[config.mk]
export PLATFORM = sky130hd
export DESIGN_NAME = ddr3_req_bridge_flat
export DESIGN_NICKNAME = d
export VERILOG_FILES = /design/src/rtl/ddr3_req_bridge_if.sv /design/src/rtl/ddr3_req_bridge.sv /design/src/flat_wrapper.sv
export SDC_FILE = /design/constraint.sdc
export NUM_CORES = 1
export LEC_CHECK = 0
export CORE_AREA = 4 4 160 162
export CTS_CLUSTER_SIZE = 20
export DETAILED_ROUTE_END_ITERATION = 10
export DIE_AREA = 0 0 164 166
export PLACE_DENSITY = 0.74
export SYNTH_ARGS = -nofsm -noshare
export SYNTH_HDL_FRONTEND = slang
export SYNTH_SLANG_ARGS = --single-unit
export TNS_END_PERCENT = 5
[constraint.sdc]
create_clock -name ui_clk -period 6.2 [get_ports ui_clk]
set_clock_uncertainty 0.05 [all_clocks]
set_input_delay 1.55 -clock ui_clk [delete_from_list [all_inputs] [get_ports ui_clk]]
set_output_delay 1.55 -clock ui_clk [all_outputs]
set_load 0.03 [all_outputs]
[src/rtl/ddr3_req_bridge_if.sv]
// Request/response port of the MCU side plus the MIG 7-series app port, bundled.
// The slave modport is the bridge's view; master is the MCU + MIG environment.
interface ddr3_req_bridge_if #(
  parameter int unsigned APP_ADDR_WIDTH = 28,
  parameter int unsigned APP_DATA_WIDTH = 128
);
  logic                        init_calib_complete;

  logic                        req_valid;
  logic                        req_ready;
  logic                        req_we;
  logic [31:0]                 req_addr;
  logic [3:0]                  req_be;
  logic [31:0]                 req_wdata;

  logic                        rsp_valid;
  logic [31:0]                 rsp_rdata;
  logic                        rsp_err;

  logic [APP_ADDR_WIDTH-1:0]   app_addr;
  logic [2:0]                  app_cmd;
  logic                        app_en;
  logic                        app_rdy;
  logic [APP_DATA_WIDTH-1:0]   app_wdf_data;
  logic [APP_DATA_WIDTH/8-1:0] app_wdf_mask;
  logic                        app_wdf_wren;
  logic                        app_wdf_end;
  logic                        app_wdf_rdy;
  logic [APP_DATA_WIDTH-1:0]   app_rd_data;
  logic                        app_rd_data_valid;
  logic                        app_rd_data_end;

  modport slave (
    input  init_calib_complete,
    input  req_valid, req_we, req_addr, req_be, req_wdata,
    output req_ready,
    output rsp_valid, rsp_rdata, rsp_err,
    output app_addr, app_cmd, app_en,
    input  app_rdy,
    output app_wdf_data, app_wdf_mask, app_wdf_wren, app_wdf_end,
    input  app_wdf_rdy,
    input  app_rd_data, app_rd_data_valid, app_rd_data_end
  );

  modport master (
    output init_calib_complete,
    output req_valid, req_we, req_addr, req_be, req_wdata,
    input  req_ready,
    input  rsp_valid, rsp_rdata, rsp_err,
    input  app_addr, app_cmd, app_en,
    output app_rdy,
    input  app_wdf_data, app_wdf_mask, app_wdf_wren, app_wdf_end,
    output app_wdf_rdy,
    output app_rd_data, app_rd_data_valid, app_rd_data_end
  );
endinterface

[src/rtl/ddr3_req_bridge.sv]
// Single-outstanding bridge turning 32-bit word reads/writes into single-beat MIG app commands,
// with lane placement, write masking and a handshake timeout that reports an error response.
module ddr3_req_bridge #(
  parameter int unsigned APP_ADDR_WIDTH = 28,
  parameter int unsigned APP_DATA_WIDTH = 128,
  parameter int unsigned TIMEOUT_CYCLES = 1023
) (
  input logic              ui_clk,
  input logic              sys_rst_n,
  ddr3_req_bridge_if.slave bus_io
);

  localparam int unsigned CntW = $clog2(TIMEOUT_CYCLES + 1);
  localparam int unsigned MaskW = APP_DATA_WIDTH / 8;

  typedef enum logic [2:0] {StIdle, StWr, StRdCmd, StRdWait, StResp} state_e;

  state_e                    state_q;
  logic                      live_q;
  logic                      cmd_done_q;
  logic                      data_done_q;
  logic                      pend_drop_q;
  logic [1:0]                lane_q;
  logic [CntW-1:0]           cnt_q;

  logic                      app_en_q;
  logic [2:0]                app_cmd_q;
  logic [APP_ADDR_WIDTH-1:0] app_addr_q;
  logic [APP_DATA_WIDTH-1:0] app_wdf_data_q;
  logic [MaskW-1:0]          app_wdf_mask_q;
  logic                      app_wdf_wren_q;
  logic                      rsp_valid_q;
  logic                      rsp_err_q;
  logic [31:0]               rsp_rdata_q;

  logic                      req_ready;
  logic                      accept;
  logic                      cmd_hs;
  logic                      dat_hs;
  logic                      timeout;
  logic [CntW-1:0]           cnt_inc;
  logic [MaskW-1:0]          wr_mask;
  logic [31:0]               rd_word;
  logic                      unused_sig;

  // live_q keeps req_ready low while reset is held and for the reset cycle itself.
  assign req_ready = live_q & (state_q == StIdle) & bus_io.init_calib_complete & ~pend_drop_q;
  assign accept    = bus_io.req_valid & req_ready;
  assign cmd_hs    = app_en_q & bus_io.app_rdy;
  assign dat_hs    = app_wdf_wren_q & bus_io.app_wdf_rdy;
  assign cnt_inc   = cnt_q + 1'b1;
  assign timeout   = (cnt_inc == CntW'(TIMEOUT_CYCLES));
  assign rd_word   = bus_io.app_rd_data[{lane_q, 5'b00000} +: 32];

  assign unused_sig = ^{bus_io.req_addr, bus_io.app_rd_data_end};

  always_comb begin
    wr_mask = '1;
    wr_mask[{bus_io.req_addr[3:2], 2'b00} +: 4] = ~bus_io.req_be;
  end

  always_ff @(posedge ui_clk) begin
    if (!sys_rst_n) begin
      state_q        <= StIdle;
      live_q         <= 1'b0;
      cmd_done_q     <= 1'b0;
      data_done_q    <= 1'b0;
      pend_drop_q    <= 1'b0;
      lane_q         <= '0;
      cnt_q          <= '0;
      app_en_q       <= 1'b0;
      app_cmd_q      <= '0;
      app_addr_q     <= '0;
      app_wdf_data_q <= '0;
      app_wdf_mask_q <= '0;
      app_wdf_wren_q <= 1'b0;
      rsp_valid_q    <= 1'b0;
      rsp_err_q      <= 1'b0;
      rsp_rdata_q    <= '0;
    end else begin
      live_q      <= 1'b1;
      rsp_valid_q <= 1'b0;
      // A read abandoned after its command was accepted still owes us one beat.
      if (pend_drop_q && bus_io.app_rd_data_valid) pend_drop_q <= 1'b0;

      unique case (state_q)
        StIdle: begin
          if (accept) begin
            cnt_q       <= '0;
            cmd_done_q  <= 1'b0;
            data_done_q <= 1'b0;
            lane_q      <= bus_io.req_addr[3:2];
            app_addr_q  <= {bus_io.req_addr[APP_ADDR_WIDTH:4], 3'b000};
            app_en_q    <= 1'b1;
            if (bus_io.req_we) begin
              app_cmd_q      <= 3'b000;
              app_wdf_wren_q <= 1'b1;
              app_wdf_data_q <= {4{bus_io.req_wdata}};
              app_wdf_mask_q <= wr_mask;
              state_q        <= StWr;
            end else begin
              app_cmd_q <= 3'b001;
              state_q   <= StRdCmd;
            end
          end
        end

        StWr: begin
          cnt_q <= cnt_inc;
          if (cmd_hs) begin
            app_en_q   <= 1'b0;
            cmd_done_q <= 1'b1;
          end
          if (dat_hs) begin
            app_wdf_wren_q <= 1'b0;
            data_done_q    <= 1'b1;
          end
          if ((cmd_done_q || cmd_hs) && (data_done_q || dat_hs)) begin
            state_q     <= StResp;
            rsp_valid_q <= 1'b1;
            rsp_err_q   <= 1'b0;
            rsp_rdata_q <= '0;
          end else if (timeout) begin
            app_en_q       <= 1'b0;
            app_wdf_wren_q <= 1'b0;
            state_q        <= StResp;
            rsp_valid_q    <= 1'b1;
            rsp_err_q      <= 1'b1;
            rsp_rdata_q    <= '0;
          end
        end

        StRdCmd: begin
          cnt_q <= cnt_inc;
          if (cmd_hs) app_en_q <= 1'b0;
          if (timeout) begin
            app_en_q    <= 1'b0;
            pend_drop_q <= cmd_hs;
            state_q     <= StResp;
            rsp_valid_q <= 1'b1;
            rsp_err_q   <= 1'b1;
            rsp_rdata_q <= '0;
          end else if (cmd_hs) begin
            state_q <= StRdWait;
          end
        end

        StRdWait: begin
          cnt_q <= cnt_inc;
          if (bus_io.app_rd_data_valid) begin
            state_q     <= StResp;
            rsp_valid_q <= 1'b1;
            rsp_err_q   <= 1'b0;
            rsp_rdata_q <= rd_word;
          end else if (timeout) begin
            pend_drop_q <= 1'b1;
            state_q     <= StResp;
            rsp_valid_q <= 1'b1;
            rsp_err_q   <= 1'b1;
            rsp_rdata_q <= '0;
          end
        end

        StResp: state_q <= StIdle;

        default: state_q <= StIdle;
      endcase
    end
  end

  assign bus_io.req_ready    = req_ready;
  assign bus_io.rsp_valid    = rsp_valid_q;
  assign bus_io.rsp_err      = rsp_err_q;
  assign bus_io.rsp_rdata    = rsp_rdata_q;
  assign bus_io.app_en       = app_en_q;
  assign bus_io.app_cmd      = app_cmd_q;
  assign bus_io.app_addr     = app_addr_q;
  assign bus_io.app_wdf_data = app_wdf_data_q;
  assign bus_io.app_wdf_mask = app_wdf_mask_q;
  assign bus_io.app_wdf_wren = app_wdf_wren_q;
  assign bus_io.app_wdf_end  = app_wdf_wren_q;

endmodule
[src/flat_wrapper.sv]
// flat-port wrapper written by rule: the top's interface ports become plain ports
module ddr3_req_bridge_flat 
#(
  parameter int unsigned APP_ADDR_WIDTH = 28,
  parameter int unsigned APP_DATA_WIDTH = 128,
  parameter int unsigned TIMEOUT_CYCLES = 1023
)
  (ui_clk, sys_rst_n, bus_io_init_calib_complete, bus_io_req_valid, bus_io_req_we, bus_io_req_addr, bus_io_req_be, bus_io_req_wdata, bus_io_req_ready, bus_io_rsp_valid, bus_io_rsp_rdata, bus_io_rsp_err, bus_io_app_addr, bus_io_app_cmd, bus_io_app_en, bus_io_app_rdy, bus_io_app_wdf_data, bus_io_app_wdf_mask, bus_io_app_wdf_wren, bus_io_app_wdf_end, bus_io_app_wdf_rdy, bus_io_app_rd_data, bus_io_app_rd_data_valid, bus_io_app_rd_data_end);
  ddr3_req_bridge_if #(.APP_ADDR_WIDTH(APP_ADDR_WIDTH), .APP_DATA_WIDTH(APP_DATA_WIDTH)) bus_io_i ();
  input logic ui_clk;
  input logic sys_rst_n;
  input wire logic [$bits(bus_io_i.init_calib_complete)-1:0] bus_io_init_calib_complete;
  input wire logic [$bits(bus_io_i.req_valid)-1:0] bus_io_req_valid;
  input wire logic [$bits(bus_io_i.req_we)-1:0] bus_io_req_we;
  input wire logic [$bits(bus_io_i.req_addr)-1:0] bus_io_req_addr;
  input wire logic [$bits(bus_io_i.req_be)-1:0] bus_io_req_be;
  input wire logic [$bits(bus_io_i.req_wdata)-1:0] bus_io_req_wdata;
  output wire logic [$bits(bus_io_i.req_ready)-1:0] bus_io_req_ready;
  output wire logic [$bits(bus_io_i.rsp_valid)-1:0] bus_io_rsp_valid;
  output wire logic [$bits(bus_io_i.rsp_rdata)-1:0] bus_io_rsp_rdata;
  output wire logic [$bits(bus_io_i.rsp_err)-1:0] bus_io_rsp_err;
  output wire logic [$bits(bus_io_i.app_addr)-1:0] bus_io_app_addr;
  output wire logic [$bits(bus_io_i.app_cmd)-1:0] bus_io_app_cmd;
  output wire logic [$bits(bus_io_i.app_en)-1:0] bus_io_app_en;
  input wire logic [$bits(bus_io_i.app_rdy)-1:0] bus_io_app_rdy;
  output wire logic [$bits(bus_io_i.app_wdf_data)-1:0] bus_io_app_wdf_data;
  output wire logic [$bits(bus_io_i.app_wdf_mask)-1:0] bus_io_app_wdf_mask;
  output wire logic [$bits(bus_io_i.app_wdf_wren)-1:0] bus_io_app_wdf_wren;
  output wire logic [$bits(bus_io_i.app_wdf_end)-1:0] bus_io_app_wdf_end;
  input wire logic [$bits(bus_io_i.app_wdf_rdy)-1:0] bus_io_app_wdf_rdy;
  input wire logic [$bits(bus_io_i.app_rd_data)-1:0] bus_io_app_rd_data;
  input wire logic [$bits(bus_io_i.app_rd_data_valid)-1:0] bus_io_app_rd_data_valid;
  input wire logic [$bits(bus_io_i.app_rd_data_end)-1:0] bus_io_app_rd_data_end;
  assign bus_io_i.init_calib_complete = bus_io_init_calib_complete;
  assign bus_io_i.req_valid = bus_io_req_valid;
  assign bus_io_i.req_we = bus_io_req_we;
  assign bus_io_i.req_addr = bus_io_req_addr;
  assign bus_io_i.req_be = bus_io_req_be;
  assign bus_io_i.req_wdata = bus_io_req_wdata;
  assign bus_io_req_ready = bus_io_i.req_ready;
  assign bus_io_rsp_valid = bus_io_i.rsp_valid;
  assign bus_io_rsp_rdata = bus_io_i.rsp_rdata;
  assign bus_io_rsp_err = bus_io_i.rsp_err;
  assign bus_io_app_addr = bus_io_i.app_addr;
  assign bus_io_app_cmd = bus_io_i.app_cmd;
  assign bus_io_app_en = bus_io_i.app_en;
  assign bus_io_i.app_rdy = bus_io_app_rdy;
  assign bus_io_app_wdf_data = bus_io_i.app_wdf_data;
  assign bus_io_app_wdf_mask = bus_io_i.app_wdf_mask;
  assign bus_io_app_wdf_wren = bus_io_i.app_wdf_wren;
  assign bus_io_app_wdf_end = bus_io_i.app_wdf_end;
  assign bus_io_i.app_wdf_rdy = bus_io_app_wdf_rdy;
  assign bus_io_i.app_rd_data = bus_io_app_rd_data;
  assign bus_io_i.app_rd_data_valid = bus_io_app_rd_data_valid;
  assign bus_io_i.app_rd_data_end = bus_io_app_rd_data_end;
  ddr3_req_bridge #(.APP_ADDR_WIDTH(APP_ADDR_WIDTH), .APP_DATA_WIDTH(APP_DATA_WIDTH), .TIMEOUT_CYCLES(TIMEOUT_CYCLES)) u_core (.ui_clk(ui_clk), .sys_rst_n(sys_rst_n), .bus_io(bus_io_i));
endmodule
# Yosys cells after proc, flatten, opt, wreduce, memory -nomap -nowiden
# Index checks and enable logic that the tools add are counted.
# classes
n_addsub	2
mux	45
shifts	3
bitwise_logic	10
n_eq_ne	9
reduce_logical	18
# op_table
cell	count
128-bit by 8-bit variable part select with 32-bit output	1
32-bit two-way mux	3
32-bit case mux with 3 select lines	1
1-bit two-way mux	24
10-bit case mux with 2 select lines	1
3-bit two-way mux	6
16-bit NOT	1
16-bit bitwise OR	1
4-bit by 6-bit variable shift with 16-bit output (first input constant)	1
4-bit by 6-bit variable part select with 16-bit output	1
3-bit case mux with 4 select lines	1
3-bit AND reduction	4
10-bit by 1-bit adder with 10-bit output (second input constant)	1
10-bit == test (second input constant)	1
10-bit two-way mux	1
1-bit case mux with 3 select lines	3
1-bit case mux with 2 select lines	4
2-bit AND reduction	4
1-bit bitwise AND	6
3-bit by 2-bit == test with 1-bit output (second input constant)	2
2-bit by 1-bit != test with 1-bit output (second input constant)	3
4-bit negation with 6-bit output	1
3-bit nonzero test	2
4-bit NOT	1
other kinds (10)	13
# word_totals
register_bits	227
inputBits	205
wordCells	103
output_inout_bits	213

# Depth between registers and ports, before layout
# Gate-level depths: netlist of run 1.
# depth
ltp_word	7
ltp_mapped	10

# Worst setup path after synthesis of run 1
# OpenSTA, ideal clock, no wires.
# synth_timing
path_kind	input to output
from	input bus_io_init_calib_complete
to	output bus_io_req_ready
setup_slack_ns	2.545
t_arrival_ns	2.055
t_required_ns	4.600
path_stages	2
path_cell_list	and4bb_1 > and2_1
# synth_between
elab_chain_cells	2
# synth_lines
element	line_no	text
start: declaration	flat_wrapper.sv:12	input wire logic [$bits(bus_io_i.init_calib_complete)-1:0] bus_io_init_calib_complete;
1-bit bitwise AND (2 in a row)	ddr3_req_bridge.sv:47	assign req_ready = live_q & (state_q == StIdle) & bus_io.init_calib_complete & ~pend_drop_q;
end: declaration	flat_wrapper.sv:18	output wire logic [$bits(bus_io_i.req_ready)-1:0] bus_io_req_ready;
# Every way passes these cells.

# Final worst setup path of run 1
# Ends and elaborated chain as after synthesis.

==> flow_metrics.py, run 1 <==
metrics = {
    "run_status": {
        "status": "finished clean",
    },
    "job": {
        "maxCapViolCount": 0,
    },
    "worst_setup_path": {
        "cp_slowest_stage_delay_ns": 0.66,
        "critical-path-top-delay-family": "buffers and inverters",
        "worst_path_max_delay_cell": "clkdlybuf4s50_1",
        "crit_required_ns": 4.60,
        "cp_max_fo": 3,
        "arrival_ns": 3.01,
        "path_cells": "clkdlybuf4s50_1 > and4bb_1 > and2_1 > clkdlybuf4s50_1",
        "cp-end-kind": "output pin",
        "criticalPathCategory": "in2out",
        "worst_setup_path_start_kind": "input port",
        "path_buf_inv": 2,
        "cpMostUsedCell": "clkdlybuf4s50_1",
    },
    "logic_synthesis": {
        "seq_area_frac_synth_pct": 37.08,
        "synth_edf_count": 0,
        "yosys_register_bits": 129,
        "ys.flop_type": "dfxtp_1",
        "synthArstFlopShare_pct": 0,
        "yosys-top-cells-area": "dfxtp_1, buf_4, mux4_2, nand2_1, a21oi_1",
        "synth_top_area_share_pct": 37.08,
        "syn_avg_cell_area_um2": 8.773,
        "synth_cell_types": 57,
        "syn_area_um2": 6965,
        "synthCells": 794,
        "synth.largest_area_cell": "dfxtp_1",
        "ys_warn_count": 0,
    },
    "clock_tree": {
        "cts_root_buf": "clkbuf_16",
        "postCtsSetupRepairBufs": 0,
        "clock_sinks": 129,
        "cts_tree": "yes",
        "clk_pin_slew_worst_paths_ns": 0.06,
        "ctsHoldBuffers": 0,
        "ctsLongestPathBuffers": 2,
        "cts_buffers": 17,
        "insertion_delay_ns": 0.41,
        "cts_resized": 0,
        "htreeDepth": 4,
    },
    "layout": {
        "final_util_pct": 45.97,
        "antennaDiodeCount": 0,
        "nets": 1284,
        "post-route-cell-area_um2": 11080,
        "drive_gt1_share_pct": 10.61,
        "layout_commonest_cell": "clkdlybuf4s50_1",
        "syn_to_final_growth_pct": 59.10,
        "layout_common_cells": "clkdlybuf4s50_1, nand2_1, dfxtp_1",
    },
    "global_route": {
        "grt_max_degree": 56,
        "grt_antenna_before_repair": 0,
        "grtUsageMet3_pct": 4.840,
        "grt_pass1_wl_mm": 36.10,
        "top_usage_layer": "met2",
        "grt-ovfl-total": 0,
        "grt.met2_usage_pct": 32.91,
        "gr-usage-met1_pct": 16.57,
        "grtUsageTotal_pct": 16.97,
        "grt_pass1_vias": 6548,
    },
    "die": {
        "start_util_pct": 28.90,
        "die_h_um": 166,
        "fp.dieW_um": 164,
        "ios": 418,
        "core-area_um2": 24110,
        "design.die.area_um2": 27220,
        "num_rows": 57,
    },
    "timing": {
        "fin_crit_ns": 4.609,
        "fin_hold_ws_ns": 0.4001,
        "finalHoldViolations": 0,
        "tightest_slew_ns": 0.9652,
        "fin_tns_setup_ns": 0,
        "fmax_mhz": 217.0,
        "slew_violations": 0,
        "setup_viol": 0,
        "slew_headroom_pct": 35.52,
        "period_share_pct": 74.34,
        "rsz0062_at_grt": "false",
    },
    "drt": {
        "vias": 6566,
        "drcViolationCount": 0,
        "drtIter0Drc": 235,
        "first_pass_iters": 4,
        "drt-vias-per-instance": 4.663,
        "wl_mm": 24.12,
        "ant_nets": 0,
        "wl_per_cell_um": 17.13,
    },
    "power_and_ir_drop": {
        "vdd_drop_max_uv": 150.8,
        "p_per_area_nw_per_um2": 214.7,
        "leakage_nw": 3.848,
    },
    "placement": {
        "hpwl_mm": 19.13,
        "place_area_um2": 10440,
        "io_buffers": 406,
        "gp_congestion": 0.8097,
    },
    "hold_path": {
        "hold_class": "reg2reg",
    },
}
==> layer usage <==
| metal | vias up | part of all wire [%] |
|---|---|---|
| met5 | - | 0 |
| met4 | 0 | 3.2 |
| met3 | 24 | 8.7 |
| met2 | 305 | 54 |
| met1 | 3029 | 34 |
| li1 | 3208 | - |
==> worst register-to-register path, stage by stage, from the launching register on <==
cell      delay [ns]
dfxtp_1         0.44
and4bb_1        0.35
and3_1          0.16
buf_4           0.34
and2_2          0.82
nor2_1          0.08
nor3_1          0.24
==> cell usage after synthesis (2+ instances only) <==
cell type / count
nand2_1: 157
a2bb2oi_1: 31
nand3b_1: 3
buf_4: 103
a21oi_1: 70
o2111ai_1: 3
buf_12: 3
or3_1: 4
and3_2: 2
buf_2: 20
clkbuf_1: 29
o21ai_0: 29
nand2b_1: 2
a211oi_1: 2
inv_1: 8
and2_1: 7
mux4_2: 32
o31ai_1: 2
and3_1: 2
dfxtp_1: 129
a22oi_1: 2
a31oi_1: 4
nor3_1: 18
ha_1: 7
xnor2_1: 2
nand3_1: 10
o21ai_2: 30
nand4_1: 5
and2b_1: 2
nor2_1: 49
==> sequential cells by signal, indices dropped and copies added (netlist names), 2 cells and up <==
| register | flops |
|---|---|
| u_core.state_q | 3 |
| u_core.bus_io.app_wdf_mask | 16 |
| u_core.bus_io.app_wdf_data | 32 |
| u_core.bus_io.rsp_rdata | 32 |
| u_core.cnt_q | 10 |
| u_core.bus_io.app_addr | 25 |
| u_core.lane_q | 2 |
==> metrics by stage <==
stage / total power [mW] / std cells / setup WS [ns]
after global placement: 1.294 / 1377 / 1.585
after detailed placement: 1.299 / 1377 / 1.585
after floorplan: 1.092 / 798 / 2.545
after CTS: 2.417 / 1408 / 1.583
after global routing: 2.479 / 1408 / 1.554
final: 2.379 / 1408 / 1.591
==> logic make-up (layout without fill, tap and decap cells) <==
group                      count (synthesis)  after routing  share of synthesized area [%]
buffers and inverters                    166            452                          15.68
AOI/OAI and AO/OA                        189            189                          18.66
muxes                                     33             33                          10.51
and+or+nand+nor                          267            267                          16.51
xor gates and xnor gates                   2              2                         0.2515
adders and majority gates                  7              7                          1.257
DFF                                      129            129                          37.08
other                                      1              5                        0.05384
==> final timing paths <==
kind | startpoint | end | slack [ns] | depth (start not counted)
max | bus_io_init_calib_complete | bus_io_req_ready | 1.59 | 4
min | u_core.cnt_q[8] | u_core.cnt_q[8] | 0.40 | 1
max reg2reg | u_core.state_q[0] | u_core.bus_io.app_wdf_mask[8] | 3.64 | 6
min reg2reg | u_core.cnt_q[8] | u_core.cnt_q[8] | 0.40 | 1
==> where the power goes <==
part           total, mW  switching (mW)  internal (mW)  leakage [nW]
clock               1.10           0.389          0.714         0.307
sequential         0.869          0.0174          0.851          1.04
combinational      0.408           0.187          0.220          2.50
total               2.38           0.594           1.79          3.85
==> cell type report <==
cell class                      count  area [µm²]
Clock buffer                       18       429.2
Clock inverter                     13       210.2
Fill cell                        2326       13020
Inverter                            8       30.03
Multi-Input combinational cell    503        3312
Sequential cell                   129        2584
Tap cell                          324       405.4
Timing Repair Buffer              413        4111
Note: power is estimated with default switching activity, not from simulation.
==> inputs of run 2 (changes only) <==
Clock period 6.2 ns to 4.35 ns, I/O delays scaled along.
==> flow_metrics.py, run 2 (same netlist as run 1, synthesis figures left out) <==
metrics = {
    "timing": {
        "tightest_slew_ns": 0.9091,
        "rsz0062_at_grt": "false",
        "fin_hold_ws_ns": 0.4026,
        "slew_violations": 0,
        "fmax_mhz": 269.7,
        "period_share_pct": 85.24,
        "setup_viol": 0,
        "fin_crit_ns": 3.708,
        "finalHoldViolations": 0,
        "fin_tns_setup_ns": 0,
        "slew_headroom_pct": 39.18,
    },
    "power_and_ir_drop": {
        "power_mw": 3.474,
        "vdd_drop_max_uv": 233.6,
        "leakage_nw": 3.877,
        "p_per_area_nw_per_um2": 311.8,
    },
    "worst_setup_path": {
        "crit_path_end": "bus_io_req_ready",
        "cp_slowest_stage_delay_ns": 0.66,
        "crit_required_ns": 3.21,
        "cp_max_fo": 3,
        "cpMostUsedCell": "clkdlybuf4s50_1",
        "critPathLaunch": "bus_io_init_calib_complete",
        "path_buf_inv": 2,
        "path_cells": "clkdlybuf4s50_1 > and4bb_1 > and2_1 > clkdlybuf4s50_1",
        "reg2reg_slack_ns": 1.86,
        "cp-end-kind": "output pin",
        "arrival_ns": 2.57,
        "worst_path_max_delay_cell": "clkdlybuf4s50_1",
        "cp_num_cells": 4,
        "rr_worst_depth": 7,
        "critical-path-top-delay-family": "buffers and inverters",
        "criticalPathCategory": "in2out",
        "reg2reg_from": "u_core.cnt_q[0]",
        "reg2reg_to": "u_core.bus_io.rsp_rdata[29]",
        "worst_setup_path_start_kind": "input port",
    },
    "drt": {
        "drt-vias-per-instance": 4.685,
        "wl_mm": 24.26,
        "drtIter0Drc": 270,
        "drcViolationCount": 0,
        "wl_per_cell_um": 17.18,
        "vias": 6615,
        "ant_nets": 0,
        "first_pass_iters": 4,
    },
    "placement": {
        "place_area_um2": 10470,
        "io_buffers": 406,
        "gp_congestion": 0.8304,
        "hpwl_mm": 19.20,
    },
    "layout": {
        "syn_to_final_growth_pct": 59.94,
        "post-route-cell-area_um2": 11140,
        "nets": 1287,
        "layout_commonest_cell": "clkdlybuf4s50_1",
        "layout_common_cells": "clkdlybuf4s50_1, nand2_1, dfxtp_1",
        "fill_cells": 2324,
        "drive_gt1_share_pct": 10.86,
    },
    "job": {
        "maxCapViolCount": 0,
    },
    "global_route": {
        "grt_max_degree": 49,
        "top_usage_layer": "met2",
        "grt.met2_usage_pct": 33.38,
        "grt_antenna_before_repair": 1,
        "gr-usage-met1_pct": 16.68,
        "grtUsageTotal_pct": 16.96,
        "grt_pass1_vias": 6470,
        "grtUsageMet3_pct": 4.517,
        "grt_pass1_wl_mm": 35.96,
        "grt-ovfl-total": 0,
    },
    "die": {
        "num_rows": 57,
        "ios": 418,
        "design.die.area_um2": 27220,
        "core-area_um2": 24110,
        "fp.dieW_um": 164,
        "start_util_pct": 28.90,
        "die_h_um": 166,
    },
    "clock_tree": {
        "cts_buffers": 17,
        "postCtsSetupRepairBufs": 0,
        "cts_root_buf": "clkbuf_16",
        "ctsLongestPathBuffers": 2,
        "ctsHoldBuffers": 0,
        "insertion_delay_ns": 0.41,
        "cts_resized": 0,
        "clk_pin_slew_worst_paths_ns": 0.06,
        "cts_tree": "yes",
        "clock_sinks": 129,
        "htreeDepth": 4,
    },
    "run_status": {
        "status": "finished clean",
    },
    "hold_path": {
        "hold_class": "reg2reg",
    },
}
run 2: cell types whose count changed in the layout (fill, tap and decap cells not counted):
| cell | change |
|---|---|
| buf_4 | +3 |
| clkbuf_8 | +1 |
| diode_2 | +1 |
| clkinv_2 | -2 |
| bufinv_16 | +1 |
run 2: worst min path at each step:
stage / slack [ns] / cells after the start / start / to
2_1_floorplan: 0.37 / 1 / u_core.cnt_q[8] / u_core.cnt_q[8]
3_3_place_gp: 0.39 / 1 / u_core.cnt_q[8] / u_core.cnt_q[8]
3_5_place_dp: 0.40 / 2 / u_core.bus_io.app_addr[19] / u_core.bus_io.app_addr[19]
4_1_cts: 0.40 / 2 / u_core.bus_io.app_addr[19] / u_core.bus_io.app_addr[19]
5_1_grt: 0.42 / 2 / u_core.bus_io.app_addr[17] / u_core.bus_io.app_addr[17]
6_report: 0.40 / 2 / u_core.bus_io.app_addr[19] / u_core.bus_io.app_addr[19]
run 2: per-layer routing:
layer	part of all wire, %	vias to the layer above
met4	2.4	0
met3	8.7	24
met1	34	3058
met5	0	-
li1	-	3223
met2	55	310
run 2: power breakdown:
group	switching (mW)	total, mW	internal (mW)
logic	0.267	0.582	0.315
registers	0.0252	1.24	1.21
clock network	0.560	1.65	1.09
run 2: final cells by class:
| class | count | area [µm²] | area share, % |
|---|---|---|---|
| clock inverters | 12 | 230.2 | 2.066 |
| clock buffers | 19 | 442.9 | 3.976 |
| diodes | 1 | 2.502 | 0.02246 |
| inverters | 8 | 30.03 | 0.2695 |
| multi-input cells | 503 | 3312 | 29.73 |
| flip-flops and latches | 129 | 2584 | 23.19 |
| repair buffers | 416 | 4134 | 37.11 |
| well taps | 324 | 405.4 | 3.639 |
run 2: worst min-delay path, stage by stage (launching register included):
cell and delay [ns]:
dfxtp_1 0.31, nand2_1 0.05, a21oi_1 0.05
run 2: through the flow:
step	utilization (%)	setup slack, ns	std cells
final	46.22	0.6419	1412
after floorplan	-	1.620	798
after global routing	46.22	0.5603	1412
after global placement	43.41	0.6602	1380
after detailed placement	43.41	0.6486	1380
after CTS	46.21	0.6348	1411
==> inputs of run 3 (changes only) <==
Settings changed: GPL_TIMING_DRIVEN set to 0.
==> flow_metrics.py, run 3 (same netlist as run 1, synthesis figures left out) <==
metrics = {
    "drt": {
        "drt-vias-per-instance": 4.606,
        "drcViolationCount": 0,
        "first_pass_iters": 5,
        "wl_mm": 26.65,
        "wl_per_cell_um": 17.06,
        "ant_nets": 0,
        "vias": 7195,
        "drtIter0Drc": 266,
    },
    "global_route": {
        "grt_pass1_vias": 7296,
        "grtUsageTotal_pct": 18.96,
        "grt-ovfl-total": 0,
        "grt_max_degree": 17,
        "grt_pass1_wl_mm": 40.07,
        "grt_antenna_before_repair": 2,
    },
    "die": {
        "die_h_um": 166,
        "start_util_pct": 28.90,
        "ios": 418,
        "design.die.area_um2": 27220,
        "num_rows": 57,
        "fp.dieW_um": 164,
        "core-area_um2": 24110,
    },
    "timing": {
        "rsz0062_at_grt": "false",
        "slew_violations": 0,
        "setup_viol": 0,
        "fin_hold_ws_ns": 0.3994,
        "tightest_slew_ns": 0.6786,
        "period_share_pct": 84.99,
        "finalHoldViolations": 0,
        "fmax_mhz": 270.5,
        "fin_crit_ns": 3.697,
        "slew_headroom_pct": 54.76,
        "fin_tns_setup_ns": 0,
    },
    "layout": {
        "syn_to_final_growth_pct": 72.16,
        "layout_common_cells": "clkdlybuf4s50_1, nand2_1, dfxtp_1",
        "layout_commonest_cell": "clkdlybuf4s50_1",
        "drive_gt1_share_pct": 18.69,
        "fill_cells": 2315,
        "nets": 1435,
    },
    "clock_tree": {
        "htreeDepth": 4,
        "cts_root_buf": "clkbuf_16",
        "insertion_delay_ns": 0.41,
        "clock_sinks": 129,
        "cts_buffers": 17,
        "cts_tree": "yes",
        "ctsHoldBuffers": 0,
        "cts_resized": 0,
        "postCtsSetupRepairBufs": 0,
        "clk_pin_slew_worst_paths_ns": 0.06,
        "ctsLongestPathBuffers": 2,
    },
    "placement": {
        "io_buffers": 406,
        "gp_congestion": 0.9105,
        "hpwl_mm": 22.30,
    },
    "run_status": {
        "status": "finished clean",
    },
    "power_and_ir_drop": {
        "p_switching_mw": 0.8998,
        "vdd_drop_max_uv": 164.6,
        "leakage_nw": 4.480,
        "seqPwrFrac_pct": 38.8,
        "combPwrFrac_pct": 19.7,
        "p_per_area_nw_per_um2": 266.4,
        "pwr-share-clk_pct": 41.5,
        "internal_power_mw": 2.294,
        "p_sw_share_pct": 28.17,
    },
    "worst_setup_path": {
        "worst_setup_path_start_kind": "input port",
        "cpMostUsedCell": "clkdlybuf4s50_1",
        "criticalPathCategory": "in2out",
        "crit_required_ns": 3.21,
        "cp_max_fo": 3,
        "worst_path_max_delay_cell": "clkdlybuf4s50_1",
        "cp-end-kind": "output pin",
        "cp_slowest_stage_delay_ns": 0.66,
        "path_cells": "clkdlybuf4s50_1 > and4bb_1 > and2_1 > clkdlybuf4s50_1",
        "arrival_ns": 2.56,
    },
    "hold_path": {
        "hold_class": "reg2reg",
    },
    "job": {
        "maxCapViolCount": 0,
    },
}
## run 3: cell types whose count changed in the layout (fill, tap and decap cells not counted), sizes merged
cell,previous run,this run
clkdlybuf4s50,405,406
buf,11,128
clkinvlp,2,6
inv,10,13
diode,1,2
clkinv,2,3
bufinv,6,0
clkbuf,19,48
## run 3: power by group through the flow
| stage | sequential [mW] | clock (mW) | combinational, mW |
|---|---|---|---|
| 2_1_floorplan | 1.31 | 0 | 0.242 |
| 3_3_place_gp | 1.26 | 0 | 0.630 |
| 3_5_place_dp | 1.27 | 0 | 0.635 |
| 4_1_cts | 1.24 | 1.35 | 0.638 |
| 5_1_grt | 1.24 | 1.40 | 0.672 |
| 6_report | 1.24 | 1.33 | 0.631 |
## run 3: final cells by class
cell class                 instances  area [µm²]  share of cell area [%]
clock inverter                    14       107.6                  0.8973
buffer                           158        1062                   8.859
antenna                            2       5.005                 0.04174
sequential                       129        2582                   21.54
timing repair buffer             406        4064                   33.89
multi-input combinational        503        3306                   27.57
tap                              324       405.4                   3.381
clock buffer                      18       429.2                   3.579
inverter                           8       30.03                  0.2504
## run 3: worst paths after layout
check / startpoint / to / slack (ns) / cells past startpoint
setup / recovery: bus_io_init_calib_complete / bus_io_req_ready / 0.65 / 4
hold / removal: u_core.cnt_q[8] / u_core.cnt_q[8] / 0.40 / 1
setup reg to reg: u_core.cnt_q[0] / u_core.bus_io.rsp_rdata[9] / 2.04 / 8
hold reg to reg: u_core.cnt_q[8] / u_core.cnt_q[8] / 0.40 / 1
## run 3: routing by layer
metal | vias up | global-route usage, % | part of all wire [%]
li1 | 3522 | - | -
met1 | 3292 | 18.08 | 33
met2 | 353 | 37.46 | 56
met3 | 28 | 5.485 | 9.1
met4 | 0 | 7.075 | 2.6
met5 | - | 0 | 0
## run 3: per-stage QoR
step                      total power, mW  worst slack, ns  std cells  area [µm²]  util [%]
after floorplan                     1.556            1.620        798        6980         -
after global placement              1.894           0.6477       1528       11450     47.50
after detailed placement            1.900           0.6434       1528       11450     47.50
after CTS                           3.229           0.6356       1560       11990     49.72
after global routing                3.314           0.5826       1562       11990     49.75
final                               3.194           0.6527       1562       11990     49.75
## run 3: critical path, delay by kind of cell
kind                   cells  cell delay (ns)
and+or+nand+nor            2             0.36
buffers and inverters      2             1.11
